File: src/rtl/reg_dump_reader.sv
// Debug read-side sequencer: walks the register file two registers per pass and
// streams (address, data) pairs over valid/ready while accumulating an XOR checksum.
module reg_dump_reader #(
  parameter int unsigned REG_COUNT = 32,
  parameter int unsigned ADDR_W    = 5,
  parameter int unsigned DATA_W    = 32
) (
  input  logic              clk_i,
  input  logic              rst_i,
  input  logic              start_i,
  output logic              busy_o,
  output logic              done_o,
  output logic [ADDR_W-1:0] RSaddr_o,
  output logic [ADDR_W-1:0] RTaddr_o,
  input  logic [DATA_W-1:0] RSdata_i,
  input  logic [DATA_W-1:0] RTdata_i,
  output logic              out_valid_o,
  input  logic              out_ready_i,
  output logic [ADDR_W-1:0] out_addr_o,
  output logic [DATA_W-1:0] out_data_o,
  output logic [DATA_W-1:0] chk_o
);

  typedef enum logic [2:0] {
    StIdle,
    StRead,
    StSend0,
    StSend1,
    StDone
  } state_e;

  localparam logic [ADDR_W-2:0] LastPair = (ADDR_W-1)'(REG_COUNT / 2 - 1);

  state_e              state_q;
  logic [ADDR_W-2:0]   pair_q;
  logic [DATA_W-1:0]   buf0_q;
  logic [DATA_W-1:0]   buf1_q;
  logic [DATA_W-1:0]   chk_q;
  logic                busy_q;
  logic                done_q;
  logic                valid_q;
  logic [ADDR_W-1:0]   out_addr_q;
  logic [DATA_W-1:0]   out_data_q;
  logic [ADDR_W-1:0]   rs_addr_q;
  logic [ADDR_W-1:0]   rt_addr_q;

  always_ff @(posedge clk_i or negedge rst_i) begin
    if (!rst_i) begin
      state_q    <= StIdle;
      pair_q     <= '0;
      buf0_q     <= '0;
      buf1_q     <= '0;
      chk_q      <= '0;
      busy_q     <= 1'b0;
      done_q     <= 1'b0;
      valid_q    <= 1'b0;
      out_addr_q <= '0;
      out_data_q <= '0;
      rs_addr_q  <= '0;
      rt_addr_q  <= '0;
    end else begin
      done_q <= 1'b0;
      unique case (state_q)
        StIdle: begin
          if (start_i) begin
            state_q   <= StRead;
            pair_q    <= '0;
            chk_q     <= '0;
            busy_q    <= 1'b1;
            rs_addr_q <= '0;
            rt_addr_q <= ADDR_W'(1);
          end
        end
        StRead: begin
          // Snapshot both registers of the pair; later writes are not reflected.
          buf0_q     <= RSdata_i;
          buf1_q     <= RTdata_i;
          out_data_q <= RSdata_i;
          out_addr_q <= {pair_q, 1'b0};
          valid_q    <= 1'b1;
          state_q    <= StSend0;
        end
        StSend0: begin
          if (out_ready_i) begin
            chk_q      <= chk_q ^ buf0_q;
            out_addr_q <= {pair_q, 1'b1};
            out_data_q <= buf1_q;
            state_q    <= StSend1;
          end
        end
        StSend1: begin
          if (out_ready_i) begin
            chk_q   <= chk_q ^ buf1_q;
            valid_q <= 1'b0;
            if (pair_q == LastPair) begin
              state_q <= StDone;
              done_q  <= 1'b1;
            end else begin
              pair_q    <= pair_q + 1'b1;
              rs_addr_q <= {pair_q + 1'b1, 1'b0};
              rt_addr_q <= {pair_q + 1'b1, 1'b1};
              state_q   <= StRead;
            end
          end
        end
        StDone: begin
          state_q   <= StIdle;
          busy_q    <= 1'b0;
          rs_addr_q <= '0;
          rt_addr_q <= '0;
        end
        default: state_q <= StIdle;
      endcase
    end
  end

  assign busy_o      = busy_q;
  assign done_o      = done_q;
  assign RSaddr_o    = rs_addr_q;
  assign RTaddr_o    = rt_addr_q;
  assign out_valid_o = valid_q;
  assign out_addr_o  = out_addr_q;
  assign out_data_o  = out_data_q;
  assign chk_o       = chk_q;

endmodule
File: config.mk
export PLATFORM = sky130hd
export DESIGN_NAME = reg_dump_reader
export DESIGN_NICKNAME = d
export VERILOG_FILES = /design/src/rtl/reg_dump_reader.sv
export SDC_FILE = /design/constraint.sdc
export NUM_CORES = 1
export LEC_CHECK = 0
export ABC_AREA = 0
export BUFFER_PORTS_ARGS = -buffer_cell sky130_fd_sc_hd__buf_2
export CAP_MARGIN = 40
export CORE_UTILIZATION = 35
export DETAILED_ROUTE_END_ITERATION = 10
export SYNTH_ARGS = -nofsm -noshare
export SYNTH_HDL_FRONTEND = slang
export SYNTH_SLANG_ARGS = --single-unit
File: constraint.sdc
create_clock -name clk_i -period 2.3 [get_ports clk_i]
set_clock_uncertainty 0.1 [all_clocks]
set_input_delay 0.115 -clock clk_i [delete_from_list [all_inputs] [get_ports clk_i]]
set_output_delay 0.115 -clock clk_i [all_outputs]
set_load 0.05 [all_outputs]
==> results.md <==
- Relative max-transition margin: 0.656
- Total power of the final layout: 15.8 mW
- R2r endpoint: pair_q[3]
- Post-route DRC violation count: 0
- Net switching power: 6.82 mW
- Final antenna-violating net count: 0
- Pin count of the biggest net entering global routing: 52
- Highest clock frequency the design can meet: ~480 MHz
- Inserted Clock Buffers: 17
- Number of I/O port buffers: between 100 and 150
- Max Cap Viol: 0
- Mean cell area of the mapped netlist: about 14 sq um
- Startpoint type of the worst setup path: flop
- Via count: about 5000
- Diodes inserted: 0
- Count of standard-cell rows: 51
- Number of warnings issued by yosys: 0
- Critical path endpoint: pair_q[3]
- Cell taking the most area after synthesis: dfrtp_1
- Vias per cell: 5.01
- R2R Setup Slk: between 0.2 and 0.25 ns
- Leading cell types in the layout, fill and taps excluded: dfrtp_1, buf_2, mux2_2
- Post-cts gate resize count: 0
- Reported leakage power: ~4.4 nW
- Worst Setup End Kind: flop
- CP arrival: 2.25 ns
- Horizontal die dimension: 143 um
- Worst Tran Pin Value: between 0.5 and 0.6 ns
- Detailed Routing Iterations Pass 1: 4
- Internal Pwr Total: 9.02 mW
- Worst min-delay path class: in -> async
- Post-CTS Setup Repair Bufs: 0
- Reg-to-reg startpoint: state_q[1]
- Length in cells of the worst reg-to-reg path: 4
- Post-detailed-route wirelength per cell: 16.6 um
- Antenna violations before repair: 0
- Number of failing setup endpoints in the final timing report: 0
- Io pins: 150
- Yosys cell types: 41
- Vertical die dimension: between 100 and 150 um
- Dpl hpwl: 10800 um
- Total global routing track utilization: 0.174
- CTS tree: done
- Vias in the first global route: about 5300
- Relative contribution of sequential cells to total power: 0.313
- CTS HTree Levels: 4
- Share of synthesized registers carrying an async set or reset: 1.00
- Minimum clock period: a little over 2 ns
- Top cells by area, synth: dfrtp_1, mux2_2, mux2i_1
- Crit path launch: state_q[1]
- Switching power as a share of total power: 0.431
- Cell count after synthesis: 509
- Power share of the combinational group: 0.505
- Post-synthesis instance area: about 0.0070 sq mm
- Nets: 790
- Register area share after synthesis: 0.542
- Global placer's final weighted congestion: 0.732
- Number of hold buffers added after CTS: 67
- Area share of the largest cell type after synthesis: 0.542
- Clock Root Buffer: clkbuf_16
- Required arrival time at the worst endpoint: between 2 and 2.5 ns
- Clock input transition at the sequential cells of the worst setup and hold paths: 0.06 ns
- Maximum fanout count along the critical path: 39
- DRT iter0 DRCs: ~160
- Number of enable-type register cells in the synthesized netlist: 0
- Share of post-route cells with drive strength above 1: 0.458
- Core Footprint: about 0.020 sq mm
- VDD IR max: 0.000707 V
- WS Path Type: reg -> reg
- Clock net sink count: approximately 150
- Total Die Area: just over 0.02 sq mm
- Total congestion overflow: 0
- Most frequently used flop master after synthesis: dfrtp_1
- Outcome: completed
- PwrDens: 1700 mW/mm^2
- Unrepaired setup endpoints after global routing: false
- Area added between synthesis and finish: 33.6%
- Maximum clock insertion buffer count: 2
- Worst-skew pair later-pin latency: roughly 0.42 ns
- Final Max Tran Viols: 0
- Global-route wire length before repair: 27100 um
- Initial cell density of the core: 0.357
- Total wire length after detailed routing: about 17000 um
- Number of nets in the synthesized netlist: 578
- Clk network pwr share: 0.183
- Most common cell after layout, fill and taps aside: dfrtp_1
- Flops & latches, synth: between 150 and 200
- Total count of hold-check failures in the final report: 0
- Fin Setup TNS: 0 ns
- Final cycle utilization of the critical path: 0.898
[how the worst min path moves through the flow]
stage	from	to	slack, ns	depth (start not counted)
2_1_floorplan	rst_i	RSaddr_o[2]	-0.28	0
3_3_place_gp	rst_i	out_data_o[8]	-0.02	1
3_5_place_dp	rst_i	out_data_o[8]	-0.008	1
4_1_cts	rst_i	out_data_o[8]	0.11	2
5_1_grt	rst_i	out_data_o[8]	0.14	2
6_report	rst_i	out_data_o[8]	0.10	2
[critical path, cell delays in order, from the launching register on]
cell and delay, ns:
dfrtp_2 0.56, buf_4 0.39, nand4b_1 0.32, or3_1 0.45, o311ai_0 0.11
[metrics by stage]
| stage | hold WS (ns) | worst slack, ns | instance area (sq um) | instances | utilization |
|---|---|---|---|---|---|
| 2_1_floorplan | -0.281 | 0.422 | 6970 | 509 | - |
| 3_3_place_gp | -0.0171 | 0.359 | 8030 | 900 | 0.411 |
| 3_5_place_dp | -0.00827 | 0.272 | 8030 | 900 | 0.411 |
| 4_1_cts | 0.111 | 0.254 | 9310 | 999 | 0.477 |
| 5_1_grt | 0.138 | 0.0710 | 9310 | 999 | 0.477 |
| 6_report | 0.101 | 0.234 | 9310 | 999 | 0.477 |
[Yosys cell counts, types with 3 or more instances]
library cell,n
a211o_1,32
a21o_1,3
a21oi_1,3
a22o_1,4
and3_1,32
buf_2,20
buf_6,5
clkbuf_1,11
dfrtp_1,151
inv_1,4
mux2_2,133
mux2i_1,32
nand2_1,4
nand3b_1,3
nor2_1,5
nor4b_1,32
o21ai_0,3
o2bb2ai_1,3
[sequential cells by signal, summed over array words and instances, names as in the netlist, 3 cells and up]
| signal | flops |
|---|---|
| out_data_o | 32 |
| buf1_q | 32 |
| state_q | 3 |
| RSaddr_o | 3 |
| RTaddr_o | 5 |
| out_addr_o | 5 |
| chk_o | 32 |
| buf0_q | 32 |
| pair_q | 4 |
[final cells by class]
cell class              instances  area (sq um)
well taps                     265           332
flip-flops and latches        151          3780
inverters                       4          15.0
multi-input cells             316          2990
clock inverters                13           180
repair buffers                231          1590
fillers                      1744         10200
clock buffers                  19           433
[kinds of logic after synthesis]
group,share of synthesized area
adders and majority gates,0.00179
AOI/OAI and AO/OA,0.0642
other,0.000538
xor gates and xnor gates,0.00251
buffers and inverters,0.0327
and+or+nand+nor,0.0956
DFF,0.542
muxes,0.261
[power by group through the flow]
stage          clock (mW)  combinational (mW)  sequential (mW)
2_1_floorplan           0                3.88             7.15
3_3_place_gp            0                7.76             4.91
3_5_place_dp            0                7.98             4.99
5_1_grt              3.10                8.54             5.16
6_report             2.89                7.99             4.95
4_1_cts              2.99                8.09             4.95
[layer usage]
layer | up-vias | share of wire | wire (um) | GRT usage
li1 | 2328 | - | - | -
met5 | - | 0 | 0 | 0
met2 | 117 | 0.50 | 8300 | 0.302
met3 | 25 | 0.044 | 738 | 0.0426
met1 | 2537 | 0.44 | 7260 | 0.207
met4 | 0 | 0.018 | 297 | 0.0679
Power figures use the tool's default switching activity.
